<file path="src/rtl/ps2_host_tx.sv">
// Host-to-device PS/2 transmitter: inhibits the bus, issues a request-to-send and
// shifts one command byte out on device clock falls, then checks the device ACK.
module ps2_host_tx #(
  parameter int INHIBIT_TICKS = 1200,
  parameter int TIMEOUT_TICKS = 180000,
  parameter int FILTER_LEN    = 8
) (
  input  logic       i_clock,
  input  logic       i_reset_n,
  input  logic       i_ce,
  input  logic [1:0] i_ps2,
  output logic       o_ps2_clk_oe,
  output logic       o_ps2_dat_oe,
  input  logic       i_start,
  input  logic [7:0] i_data,
  output logic       o_busy,
  output logic       o_done,
  output logic       o_error
);

  localparam int MAXT = (INHIBIT_TICKS > TIMEOUT_TICKS) ? INHIBIT_TICKS : TIMEOUT_TICKS;
  localparam int CW   = $clog2(MAXT) + 1;
  localparam logic [CW-1:0] INH_LAST = CW'(INHIBIT_TICKS - 1);
  localparam logic [CW-1:0] TO_LAST  = CW'(TIMEOUT_TICKS - 1);

  typedef enum logic [2:0] {
    S_IDLE, S_INHIBIT, S_REQ, S_SEND, S_ACK, S_WAIT_IDLE
  } state_t;

  state_t                r_state;
  logic [FILTER_LEN-1:0] r_filt;
  logic                  r_lvl;
  logic                  r_dat;
  logic [CW-1:0]         r_cnt;
  logic [3:0]            r_bitcnt;
  logic [9:0]            r_shift;
  logic                  r_clk_oe;
  logic                  r_dat_oe;
  logic                  r_busy;
  logic                  r_done;
  logic                  r_error;
  logic                  w_fall;

  // A fall is reported on the tick where the filter has just filled with zeros
  // while the accepted level is still high; the level itself drops on that tick.
  assign w_fall = r_lvl && (r_filt == '0);

  always_ff @(posedge i_clock) begin
    if (!i_reset_n) begin
      r_state  <= S_IDLE;
      r_filt   <= '1;
      r_lvl    <= 1'b1;
      r_dat    <= 1'b1;
      r_cnt    <= '0;
      r_bitcnt <= '0;
      r_clk_oe <= 1'b0;
      r_dat_oe <= 1'b0;
      r_busy   <= 1'b0;
      r_done   <= 1'b0;
      r_error  <= 1'b0;
    end else begin
      r_done  <= 1'b0;
      r_error <= 1'b0;
      if (i_ce) begin
        r_filt <= {r_filt[FILTER_LEN-2:0], i_ps2[0]};
        if (&r_filt)
          r_lvl <= 1'b1;
        else if (r_filt == '0)
          r_lvl <= 1'b0;
        r_dat <= i_ps2[1];

        case (r_state)
          S_IDLE: begin
            r_clk_oe <= 1'b0;
            r_dat_oe <= 1'b0;
            r_busy   <= 1'b0;
            if (i_start) begin
              r_shift  <= {1'b1, ~^i_data, i_data};
              r_busy   <= 1'b1;
              r_clk_oe <= 1'b1;
              r_cnt    <= '0;
              r_state  <= S_INHIBIT;
            end
          end
          S_INHIBIT: begin
            r_cnt <= r_cnt + 1'b1;
            if (r_cnt == INH_LAST) begin
              r_dat_oe <= 1'b1;
              r_state  <= S_REQ;
            end
          end
          S_REQ: begin
            r_clk_oe <= 1'b0;
            r_bitcnt <= '0;
            r_cnt    <= '0;
            r_state  <= S_SEND;
          end
          S_SEND, S_ACK, S_WAIT_IDLE: begin
            if (r_state == S_WAIT_IDLE && r_lvl && r_dat) begin
              r_done  <= 1'b1;
              r_busy  <= 1'b0;
              r_state <= S_IDLE;
            end else if (w_fall && r_state != S_WAIT_IDLE) begin
              r_cnt <= '0;
              if (r_state == S_SEND) begin
                // Data only moves right after a fall, while the device holds clock low.
                r_dat_oe <= ~r_shift[0];
                r_shift  <= {1'b0, r_shift[9:1]};
                r_bitcnt <= r_bitcnt + 1'b1;
                if (r_bitcnt == 4'd9)
                  r_state <= S_ACK;
              end else if (r_dat) begin
                r_error  <= 1'b1;
                r_busy   <= 1'b0;
                r_dat_oe <= 1'b0;
                r_state  <= S_IDLE;
              end else begin
                r_state <= S_WAIT_IDLE;
              end
            end else if (r_cnt == TO_LAST) begin
              r_clk_oe <= 1'b0;
              r_dat_oe <= 1'b0;
              r_error  <= 1'b1;
              r_busy   <= 1'b0;
              r_state  <= S_IDLE;
            end else begin
              r_cnt <= r_cnt + 1'b1;
            end
          end
          default: r_state <= S_IDLE;
        endcase
      end
    end
  end

  assign o_ps2_clk_oe = r_clk_oe;
  assign o_ps2_dat_oe = r_dat_oe;
  assign o_busy       = r_busy;
  assign o_done       = r_done;
  assign o_error      = r_error;

endmodule

</file>
<file path="config.mk">
export PLATFORM = sky130hd
export DESIGN_NAME = ps2_host_tx
export DESIGN_NICKNAME = d
export VERILOG_FILES = /design/src/rtl/ps2_host_tx.sv
export SDC_FILE = /design/constraint.sdc
export NUM_CORES = 1
export LEC_CHECK = 0
export ABC_CLOCK_PERIOD_IN_PS = 4100
export CAP_MARGIN = 20
export CORE_ASPECT_RATIO = 0.75
export CORE_MARGIN = 3
export CORE_UTILIZATION = 63
export DETAILED_ROUTE_END_ITERATION = 8
export PLACE_DENSITY = 0.89
export SETUP_SLACK_MARGIN = 0.4
export SYNTH_ARGS = -nofsm -noshare
export SYNTH_HDL_FRONTEND = slang
export SYNTH_SLANG_ARGS = --single-unit
</file>
<file path="constraint.sdc">
create_clock -name i_clock -period 4.1 [get_ports i_clock]
set_input_delay 0.82 -clock i_clock [delete_from_list [all_inputs] [get_ports i_clock]]
set_output_delay 0.82 -clock i_clock [all_outputs]
set_load 0.05 [all_outputs]
</file>
# Word-level counts from Yosys, hierarchy flattened
# Cells that the tools add are included.
[op_classes]
n_addsub = 2
eq_ne = 23
mux = 45
bitwise = 4
reduce_logical = 25
[op_table]
columns = ["cell", "n"]
rows = [
  ["19-bit 2-to-1 mux", 4],
  ["19-bit one-hot mux with 4 select lines", 1],
  ["10-bit 2-to-1 mux", 4],
  ["5-bit AND reduction", 5],
  ["3-bit 2-to-1 mux", 8],
  ["10-bit one-hot mux with 2 select lines", 1],
  ["19-bit by 1-bit adder with 19-bit output, second input constant", 1],
  ["19-bit by 11-bit equality test with 1-bit output, second input constant", 1],
  ["19-bit by 18-bit equality test with 1-bit output, second input constant", 1],
  ["1-bit 2-to-1 mux", 19],
  ["4-bit inequality test, second input constant", 4],
  ["2-bit inequality test, second input constant", 7],
  ["4-bit 2-to-1 mux", 3],
  ["3-bit one-hot mux with 4 select lines", 1],
  ["3-bit inequality test, second input constant", 3],
  ["8-bit zero test", 1],
  ["4-bit one-hot mux with 2 select lines", 1],
  ["8-bit AND reduction", 1],
  ["8-bit XNOR reduction", 1],
  ["7-bit AND reduction", 1],
  ["3-bit by 2-bit equality test with 1-bit output, second input constant", 2],
  ["3-bit equality test, second input constant", 2],
  ["1-bit one-hot mux with 3 select lines", 2],
  ["6-bit AND reduction", 1],
  ["15 further kinds", 24],
]
[totals]
regBits = 51
in_bits = 14
out_inout_bits = 5
wordCells = 111

# Longest topological paths before layout
# Gate-level depths: netlist (run 1).
[logic_depth]
depth_word = 6
mapped_depth = 8
mapped_depth_nobuf = 7

# Worst setup path after synthesis (run 1)
# No wires, ideal clock.
[synth_path]
path_type = "input to register"
start = "in i_ce"
end = "reg r_shift[0] (enable)"
setup_ns = 0.390
arrival_ns = 2.277
required_time_ns = 3.710
path_slack_ns = 1.433
cell_stages = 4
n_path_buf = 2
path_cell_list = "clkbuf_8 > clkbuf_1 > nand2_1 > nor3_1"
[synth_via]
elab_chain_cells = 1
[synth_rtl]
columns = ["item", "line", "rtl"]
rows = [
  ["start, declared", "10", "input logic i_ce,"],
  ["7-bit AND reduction (no source line)", "n/a", ""],
  ["end signal, assigned", "78", "r_shift <= {1'b1, ~^i_data, i_data};"],
  ["end signal, assigned", "108", "r_shift <= {1'b0, r_shift[9:1]};"],
  ["end, declared", "36", "logic [9:0] r_shift;"],
]
# Every way passes these cells.
# A chain may end at the register's enable or synchronous reset.

# Final worst setup path (run 1)
[layout_path]
start = "in i_ce"
end = "reg r_cnt[13]"
[layout_via]
elab_chain_cells = 1
[layout_rtl]
columns = ["item", "line", "rtl"]
rows = [
  ["5-bit AND reduction (no source line)", "n/a", ""],
  ["end signal, assigned", "86", "r_cnt <= r_cnt + 1'b1;"],
  ["end signal, assigned", "127", "r_cnt <= r_cnt + 1'b1;"],
  ["end, declared", "34", "logic [CW-1:0] r_cnt;"],
]
# Every way passes these cells.

==> reports/results.tsv, run 1 <==
metric	value	unit
status	complete, no violations	
RSZ-0062 raised after global routing	no	
VDD IR-drop max	225	µV
Max-Cap Viols	0	
Clock Power Share	0.281	
mux cell area share after synthesis	0.0629	
clk_lat worst skew	300	ps
clock tree sinks	51	
Die X	83.9	µm
Final Critical Period	2500	ps
critical path class	primary input to register	
Async SR Flop Fraction	0	
Initial Util	0.682	
H-tree Lvls	2	
Pins Over Slew Limit	0	
CP endpoint kind	register	
final wirelength	6130	µm
min-delay worst type	register to register	
DRC viols	0	
synth warn	0	
GR Util met3	0.0394	
Die Ht	64.4	µm
largest net degree at the start of global routing	29	
synth top area cells	dfxtp_1 29%, edfxtp_1 10%, xor2_1 4.3%	
adder-cell share of the synthesized area	0.0131	
dpl hpwl	4530	µm
final setup fails	0	
register-to-register setup slack	1870	ps
top_reg_cell synth	dfxtp_1	
Pre-Repair DR Iteration Count	5	
met2 Use GR	0.352	
post-synth cell types	71	
compound-gate portion of the synthesized area	0.150	
CTS tree	yes	
top-count cell post-synth	dfxtp_1	
worst path arrival time	2680	ps
final antenna-violating net count	0	
FF+latch area	1120	µm²
area leader, netlist	dfxtp_1	
Final Hold Fails	0	
post-CTS sizing	0	
DR WL/cell	16.3	µm
cell internal pwr	0.000716	W
die area	5400	µm²
Switching Fraction	0.278	
EDFF count, synth	10	
WP data required	4280	ps
mean number of vias per cell	6.26	
hold-fix buffers at CTS	0	
Setup TNS	0	ps
IO Pins	19	
Max Clock Freq	400	MHz
Post-Synth XOR/XNOR Area	0.0642	
Port Buffers	18	
Post-Syn Instances	307	
GR Util All Layers	0.243	
violation count after the first detailed-route iteration	351	
total core area	4200	µm²
NetSw	0.000275	W
fillers	309	
CTS Root Cell	clkbuf_8	
Slew headroom	0.546	
Register-to-Register Path Depth	6	
layout cells sized above 1	0.125	
CTS buffer count	5	
Post-Synthesis Mean Instance Area	9.34	µm²
Mapped Nets	324	
first-pass GRT wire length	10500	µm
reg-to-reg critical path endpoint	r_cnt[12]$_SDFFE_PN0P_	
sequential power share	0.555	
Reg clk slew, reported paths	90	ps
largest family of logic cells by synthesized area	simple AND/OR/NAND/NOR gates	
Leak	1.08	nW
CP Launch Point	i_ce	
most frequent cells after synthesis	41 x dfxtp_1, 30 x nand2_1, 27 x nor2_1, 20 x nand3_1, 14 x xor2_1	
reg2reg start	r_filt[5]$_SDFFE_PN1P_	
largest buffer count on any clock path	2	
Layout Nets	337	
met1 Use GR	0.372	
initial antenna violation count	0	
power per cell area	317	nW/µm²
area of the multi-input gates	1620	µm²
GRT busiest layer	met1	
Startpoint Class	primary input	
sequential share of the synthesized area	0.391	
simple-gate share of the synthesized area	0.276	
Area Overhead vs Synth	8.90	%
worst clock skew	7.44	ps
WHS	486	ps
DR vias	2352	
setup bufs post-CTS	0	
CP max FO	20	
Netlist Area Pre-Place	2870	µm²
Seq cells post-synth	51	
FP Rows	20	
Comb pwr share	0.164	
gr ovfl total	0	
fin crit share	0.609	
vias in the first global route	2121	
routability-driven placement congestion ratio	0.875	
Tightest Pin Transition	680	ps
ANT cells	0	
share of the synthesized area in the top cell type	0.286	
crit path to	r_cnt[13]$_SDFFE_PN0P_	
==> metal layers <==
| metal | share of wire | vias up |
|---|---|---|
| li1 | - | 1147 |
| met3 | 0.061 | 9 |
| met1 | 0.49 | 1096 |
| met5 | 0 | - |
| met4 | 0.012 | 0 |
| met2 | 0.43 | 100 |
==> cells by family after synthesis <==
logic type	Yosys count
AO/OA/AOI/OAI	56
XOR/XNOR	21
adder cells (fa/ha/maj)	3
buffers and inverters	21
flip-flops	51
multiplexers	17
AND/OR/NAND/NOR	138
==> power by group through the flow <==
stage | sequential (W) | combinational, W | clock (W)
final | 0.000550 | 0.000163 | 0.000279
after global routing | 0.000553 | 0.000179 | 0.000304
after CTS | 0.000549 | 0.000161 | 0.000283
after detailed placement | 0.000561 | 0.000160 | 0
after global placement | 0.000560 | 0.000155 | 0
after floorplan | 0.000555 | 0.000124 | 0
==> worst min-delay path by stage <==
stage	slack, ps	from	cells after the start	end
2_1_floorplan	460	r_cnt[11]$_SDFFE_PN0P_	2	r_cnt[11]$_SDFFE_PN0P_
3_3_place_gp	450	o_ps2_dat_oe$_SDFFE_PN0P_	2	o_ps2_dat_oe$_SDFFE_PN0P_
3_5_place_dp	480	o_ps2_dat_oe$_SDFFE_PN0P_	2	o_ps2_dat_oe$_SDFFE_PN0P_
4_1_cts	490	o_ps2_dat_oe$_SDFFE_PN0P_	2	o_ps2_dat_oe$_SDFFE_PN0P_
5_1_grt	540	o_ps2_dat_oe$_SDFFE_PN0P_	2	o_ps2_dat_oe$_SDFFE_PN0P_
6_report	490	o_ps2_dat_oe$_SDFFE_PN0P_	2	o_ps2_dat_oe$_SDFFE_PN0P_
==> through the flow <==
stage          instances  cell area (µm²)  worst slack, ps  utilization  total power [W]
6_report             376             3120             1600        0.743         0.000991
3_3_place_gp         368             3040             1340        0.723         0.000715
3_5_place_dp         368             3040             1300        0.723         0.000721
5_1_grt              376             3120             1450        0.743          0.00104
4_1_cts              376             3120             1610        0.743         0.000993
2_1_floorplan        307             2870             1430            -         0.000679
==> cell usage in the layout (no fill, tap or decap), types with 6 or more instances in the layout <==
cell type	instances
inv_1	6
a21oi_1	10
nand3_1	20
nand4_1	7
mux2_2	8
o21ai_0	9
xnor2_1	7
nand2_1	30
edfxtp_1	10
nor2b_1	6
dfxtp_1	41
mux2i_1	9
clkdlybuf4s50_1	18
xor2_1	14
nor2_1	27
==> critical path, stage by stage <==
cell and delay (ps):
clkdlybuf4s50_1 460, buf_4 280, o211ai_4 200, nor3_1 510, nand3_1 170, xor2_1 180, nor2_1 50
==> flip-flops by register name, indices dropped and copies added, names as in the netlist <==
name	count
o_ps2_dat_oe	1
o_busy	1
o_done	1
o_error	1
r_shift	10
r_bitcnt	4
r_cnt	19
r_filt	8
o_ps2_clk_oe	1
r_dat	1
r_state	3
r_lvl	1
==> final cells by class <==
class                   count  share of cell area
clock buffers               6              0.0232
clock inverters             2             0.00361
inverters                   6             0.00721
multi-input cells         235               0.520
flip-flops and latches     51               0.359
well taps                  55              0.0220
repair buffers             21              0.0649
Power figures use the tool's default switching activity.
==> inputs of run 2 (changes only) <==
- ABC_CLOCK_PERIOD_IN_PS: 4100 -> 2500
- CORE_UTILIZATION: 63 -> 59
- PLACE_DENSITY: 0.89 -> 0.85
- clock period: 4.1 -> 2.5 ns (I/O delays scaled with it)
==> run 2 against run 1 <==
Net effect: sequential share of layout area decreased by 2.2 points; hold slack lost 14 ps; worst setup slack worse by 1200 ps; critical endpoint is now o_ps2_dat_oe$_SDFFE_PN0P_; utilization fell by 0.67 points; largest cell class unchanged.
==> reports/results.tsv, run 2 (same netlist as run 1, synthesis figures left out) <==
metric	value	unit
worst path arrival time	2240	ps
HP Start	o_ps2_dat_oe$_SDFFE_PN0P_	
die area	5740	µm²
final antenna-violating net count	0	
Die Ht	66.4	µm
Startpoint Class	register	
DR vias	2449	
power per cell area	564	nW/µm²
most frequent cells in the layout	33 x dfxtp_1, 30 x nand2_1, 26 x nor2_1	
worst clock skew	5.13	ps
final wirelength	6830	µm
CP endpoint kind	register	
final setup fails	0	
Port Buffers	18	
gr ovfl total	0	
commonest non-fill, non-tap cell in the layout	dfxtp_1	
CP max FO	6	
Register-to-Register Path Depth	7	
clk_lat worst skew	300	ps
Pins Over Slew Limit	0	
H-tree Lvls	2	
Worst path slowest cell	or4b_1	
register-to-register setup slack	450	ps
total core area	4570	µm²
Post-Layout Cell Count	389	
reg2reg start	r_cnt[9]$_SDFFE_PN0P_	
Max Clock Freq	487	MHz
slowest stage delay, CP	490	ps
Final Critical Period	2050	ps
fin crit share	0.821	
largest net degree at the start of global routing	28	
initial antenna violation count	0	
clock tree sinks	51	
crit-path cells	or4b_1 > or4_4 > o21ai_4 > buf_4 > o211ai_1 > nand3_1 > o21ai_1	
DR WL/cell	17.5	µm
Area Overhead vs Synth	17.4	%
RSZ-0062 raised after global routing	no	
Largest register FFs	19	
critical path class	register to register	
Initial Util	0.627	
CTS tree	yes	
status	complete, no violations	
reg-to-reg critical path endpoint	o_ps2_dat_oe$_SDFFE_PN0P_	
CTS Root Cell	clkbuf_8	
routability-driven placement congestion ratio	0.954	
Layout Nets	348	
mean number of vias per cell	6.30	
WHS	472	ps
VDD IR-drop max	415	µV
biggest regs	r_cnt (19), r_shift (10), r_filt (8)	
violation count after the first detailed-route iteration	324	
first-pass GRT wire length	10700	µm
CTS buffer count	5	
Pre-Repair DR Iteration Count	6	
Hold Path Sink	o_ps2_dat_oe$_SDFFE_PN0P_	
Final Hold Fails	0	
Leak	1.18	nW
ANT cells	0	
GR Util All Layers	0.237	
placed cells	374	
Die X	86.5	µm
WP data required	2690	ps
largest register by flop count	r_cnt	
post-route setup slack	448	ps
Slew headroom	0.663	
hold-critical path depth	2	
dpl hpwl	4380	µm
Max-Cap Viols	0	
layout cells sized above 1	0.211	
IO Pins	19	
vias in the first global route	2248	
largest buffer count on any clock path	2	
Setup TNS	0	ps
Placement Setup Slack	127	ps
Power, Total	0.00190	W
Reg clk slew, reported paths	90	ps
DRC viols	0	
FP Rows	21	
Tightest Pin Transition	504	ps
min-delay worst type	register to register	
==> run 2: worst max-delay path by stage <==
stage	from	endpoint	slack (ps)	depth (start not counted)
after floorplan	i_ce	r_shift[0]$_DFFE_PP_	440	4
after CTS	r_filt[5]$_SDFFE_PN1P_	r_cnt[7]$_SDFFE_PN0P_	410	6
after detailed placement	i_ce	r_cnt[10]$_SDFFE_PN0P_	130	7
final	r_cnt[9]$_SDFFE_PN0P_	o_ps2_dat_oe$_SDFFE_PN0P_	450	7
after global routing	r_filt[4]$_SDFFE_PN1P_	r_cnt[16]$_SDFFE_PN0P_	310	8
after global placement	i_ce	r_cnt[17]$_SDFFE_PN0P_	180	7
==> run 2: report_power, final <==
group          total [W]  leakage (nW)  internal, W  switching (W)
Sequential      0.000898         0.425     0.000863      0.0000347
Clock           0.000684        0.0688     0.000411       0.000273
Combinational   0.000317         0.685     0.000139       0.000177
==> run 2: worst max-delay path, delay by kind of cell (launching register included) <==
kind | cells | cell delay (ps)
and+or+nand+nor | 3 | 1040
buffers and inverters | 1 | 140
AOI/OAI and AO/OA | 3 | 370
DFF | 1 | 380
==> run 2: layout make-up <==
type                       count  area, µm²
timing repair buffer          32        298
clock buffer                   6       76.3
tap                           57       71.3
fill                         333       1210
multi-input combinational    235       1700
sequential                    51       1130
clock inverter                 2       60.1
inverter                       6       22.5
==> run 2: routing by layer <==
metal | track usage | vias to the layer above | wire length (µm) | share of wire
li1 | - | 1168 | - | -
met1 | 0.340 | 1156 | 3160 | 0.46
met2 | 0.347 | 115 | 3020 | 0.44
met3 | 0.0585 | 10 | 568 | 0.083
met4 | 0.0759 | 0 | 77 | 0.011
met5 | 0 | - | 0 | 0
==> run 2: through the flow <==
step	area, µm²	utilization
2_1_floorplan	2870	-
3_3_place_gp	3080	0.673
3_5_place_dp	3080	0.673
4_1_cts	3260	0.713
5_1_grt	3360	0.736
6_report	3360	0.736
==> run 2: what timing repair did <==
| item | CTS | global route |
|---|---|---|
| buffers inserted | 4 | 3 |
| resized for setup | 2 | 20 |
| pin swaps | 3 | 5 |
| setup endpoints to repair | 16 | 34 |
| hold buffers | 0 | 0 |
==> inputs of run 3 (changes only) <==
- ABC_CLOCK_PERIOD_IN_PS: 2500 -> 1900
- clock period: 2.5 -> 1.9 ns (I/O delays scaled with it)
==> run 3 against run 2 <==
Net effect: the run now fails in global routing; synthesized area did not move; synthesized cell count did not move.
==> reports/results.tsv, run 3 <==
metric	value	unit
EDFF count, synth	10	
Worst endpoint type	register data pin	
synth warn	0	
Post-Synthesis Mean Instance Area	9.34	µm²
top-count cell post-synth	dfxtp_1	
Async SR Flop Fraction	0	
routability-driven placement congestion ratio	0.975	
Die Ht	66.4	µm
largest net degree at the start of global routing	28	
gr ovfl total	96	
FP Rows	21	
share of the synthesized area in the top cell type	0.286	
last worst endpoint in the global-route repair_timing	r_cnt[7]$_SDFFE_PN0P_/D	
post-synth cell types	71	
status	aborted with a tool error	
synth top area cells	dfxtp_1 29%, edfxtp_1 10%, xor2_1 4.3%	
most frequent cells after synthesis	41 x dfxtp_1, 30 x nand2_1, 27 x nor2_1, 20 x nand3_1, 14 x xor2_1	
Failed at	global routing	
IO Pins	19	
placed cells	430	
H-tree Lvls	2	
Err	[ERROR GRT-0232] Routing congestion too high. Check the congestion heatmap in the GUI.	
Placement Setup Slack	-211	ps
area leader, netlist	dfxtp_1	
dpl hpwl	5960	µm
Port Buffers	18	
largest buffer count on any clock path	2	
CTS buffer count	5	
clock tree sinks	51	
Mapped Nets	324	
sequential share of the synthesized area	0.391	
Die X	86.5	µm
Initial Util	0.627	
Seq cells post-synth	51	
top_reg_cell synth	dfxtp_1	
CTS Root Cell	clkbuf_8	
Post-Syn Instances	307	
GR Util All Layers	0.772	
Netlist Area Pre-Place	2870	µm²
run 3: cell counts after synthesis:
No cell type changed its count.
run 3: kinds of logic after synthesis:
kind of cell	Yosys count	share of synthesized area
XOR/XNOR	21	0.0642
multiplexers	17	0.0629
flip-flops	51	0.391
adder cells (fa/ha/maj)	3	0.0131
AND/OR/NAND/NOR	138	0.276
AO/OA/AOI/OAI	56	0.150
buffers and inverters	21	0.0428
run 3: stage by stage:
step | setup TNS [ps] | area (µm²) | util
floorplan | -70.9 | 2950 | -
global placement | -3140 | 3590 | 0.785
detailed placement | -5020 | 3590 | 0.785
CTS | -1510 | 4140 | 0.906
run 3: repair_timing:
item | CTS
pin swaps | 22
cloned | 2
setup buffers | 17
gates resized for setup | 75
setup endpoints to repair | 55
hold buffers | 0
run 3: routing by layer:
layer | GRT usage | overflow
met1 | 0.750 | 0
met2 | 0.926 | 58
met3 | 0.638 | 0
met4 | 0.840 | 38
met5 | 0.182 | 0
==> inputs of run 4 (changes only) <==
- CORE_ASPECT_RATIO: 0.75 -> unset
- CORE_UTILIZATION: 59 -> 40
- PLACE_DENSITY: 0.85 -> unset
- PLACE_DENSITY_LB_ADDON: unset -> 0.15
- SETUP_SLACK_MARGIN: 0.4 -> unset
==> run 4 against run 3 <==
Net effect: the flow now finishes, with violations (negative setup slack).
==> reports/results.tsv, run 4 (same netlist as run 1, synthesis figures left out) <==
metric	value	unit
final antenna-violating net count	0	
clk_lat worst skew	310	ps
failing checks	negative setup slack	
Final Critical Period	2030	ps
DR WL/cell	14.9	µm
WP data required	2130	ps
final wirelength	7070	µm
ANT cells	0	
mean number of vias per cell	5.29	
worst path arrival time	2250	ps
Largest register FFs	19	
Area Overhead vs Synth	36.1	%
Max Clock Freq	494	MHz
critical path class	register to register	
largest register by flop count	r_cnt	
H-tree Lvls	2	
Final Hold Fails	0	
finished layout cell area	3900	µm²
DRC viols	0	
DR vias	2513	
worst clock skew	12.1	ps
min-delay worst type	register to register	
CP endpoint kind	register	
commonest non-fill, non-tap cell in the layout	buf_4	
violation count after the first detailed-route iteration	135	
Max-Cap Viols	0	
Pre-Repair DR Iteration Count	5	
VDD IR-drop max	451	µV
Pins Over Slew Limit	0	
clock tree sinks	51	
Die Ht	90.7	µm
biggest regs	r_cnt (19), r_shift (10), r_filt (8)	
Setup TNS	-929	ps
post-route setup slack	-126	ps
final setup fails	18	
die area	8220	µm²
CP max FO	4	
most frequent cells in the layout	54 x buf_4, 34 x dfxtp_1, 30 x nand2_1	
Tightest Pin Transition	495	ps
Slew headroom	0.669	
Layout Nets	395	
largest buffer count on any clock path	2	
largest net degree at the start of global routing	28	
first-pass GRT wire length	11200	µm
Port Buffers	18	
Initial Util	0.417	
Cell Area, Placed	3530	µm²
Leak	1.45	nW
routability-driven placement congestion ratio	0.837	
CTS Root Cell	clkbuf_8	
Reg clk slew, reported paths	100	ps
Startpoint Class	register	
GR Util All Layers	0.165	
IO Pins	19	
gr ovfl total	0	
dpl hpwl	4970	µm
Die X	90.7	µm
initial antenna violation count	0	
vias in the first global route	2350	
power per cell area	669	nW/µm²
status	finished with violations	
CTS tree	yes	
CTS buffer count	5	
RSZ-0062 raised after global routing	yes	
total core area	6870	µm²
layout cells sized above 1	0.332	
FP Rows	30	
WHS	467	ps
fin crit share	1.07	
run 4: layout make-up:
type | count | area, µm²
Clock buffer | 6 | 72.6
Clock inverter | 2 | 60.1
Fill cell | 619 | 2970
Inverter | 6 | 22.5
Multi-Input combinational cell | 235 | 1770
Sequential cell | 51 | 1130
Tap cell | 96 | 120
Timing Repair Buffer | 79 | 724
run 4: critical path, stage by stage, from the launching register on:
cell and delay, ps:
dfxtp_2 330, or4b_4 520, or4_4 450, o21ai_4 190, o211ai_4 120, buf_6 130
o31ai_2 200
run 4: report_power, final:
group	total (W)	switching (W)	internal (W)
clock	0.000905	0.000378	0.000527
sequential	0.00117	0.0000340	0.00114
combinational	0.000537	0.000267	0.000270
total	0.00261	0.000679	0.00193
run 4: stage by stage:
step           cells  total power, W   util  setup slack [ps]
2_1_floorplan    307         0.00147      -             -63.4
3_3_place_gp     460         0.00163  0.515              -176
3_5_place_dp     460         0.00164  0.515              -210
4_1_cts          470         0.00257  0.540              -160
5_1_grt          475         0.00273  0.568              -212
6_report         475         0.00261  0.568              -126
run 4: timing repair:
item	in CTS	in global routing
cloned	0	1
resized for setup	3	30
buffers inserted	2	4
setup endpoints to repair	18	30
endpoints found under the hold margin	0	0
hold buffers	0	0
pin swaps	4	10
run 4: worst paths after layout:
check / depth (start not counted) / endpoint / slack, ps / start
worst max-delay path: 6 / r_state[0]$_SDFFE_PN0P_ / -130 / r_cnt[4]$_SDFFE_PN0P_
worst min-delay path: 2 / o_ps2_dat_oe$_SDFFE_PN0P_ / 470 / o_ps2_dat_oe$_SDFFE_PN0P_
worst max register to register: 6 / r_state[0]$_SDFFE_PN0P_ / -130 / r_cnt[4]$_SDFFE_PN0P_
worst min register to register: 2 / o_ps2_dat_oe$_SDFFE_PN0P_ / 470 / o_ps2_dat_oe$_SDFFE_PN0P_
run 4: layer usage:
| layer | global-route usage | vias up | share of wire |
|---|---|---|---|
| met5 | 0 | - | 0 |
| met4 | 0.0421 | 0 | 0.011 |
| met3 | 0.0283 | 7 | 0.040 |
| met2 | 0.258 | 61 | 0.46 |
| met1 | 0.235 | 1180 | 0.49 |
| li1 | - | 1265 | - |
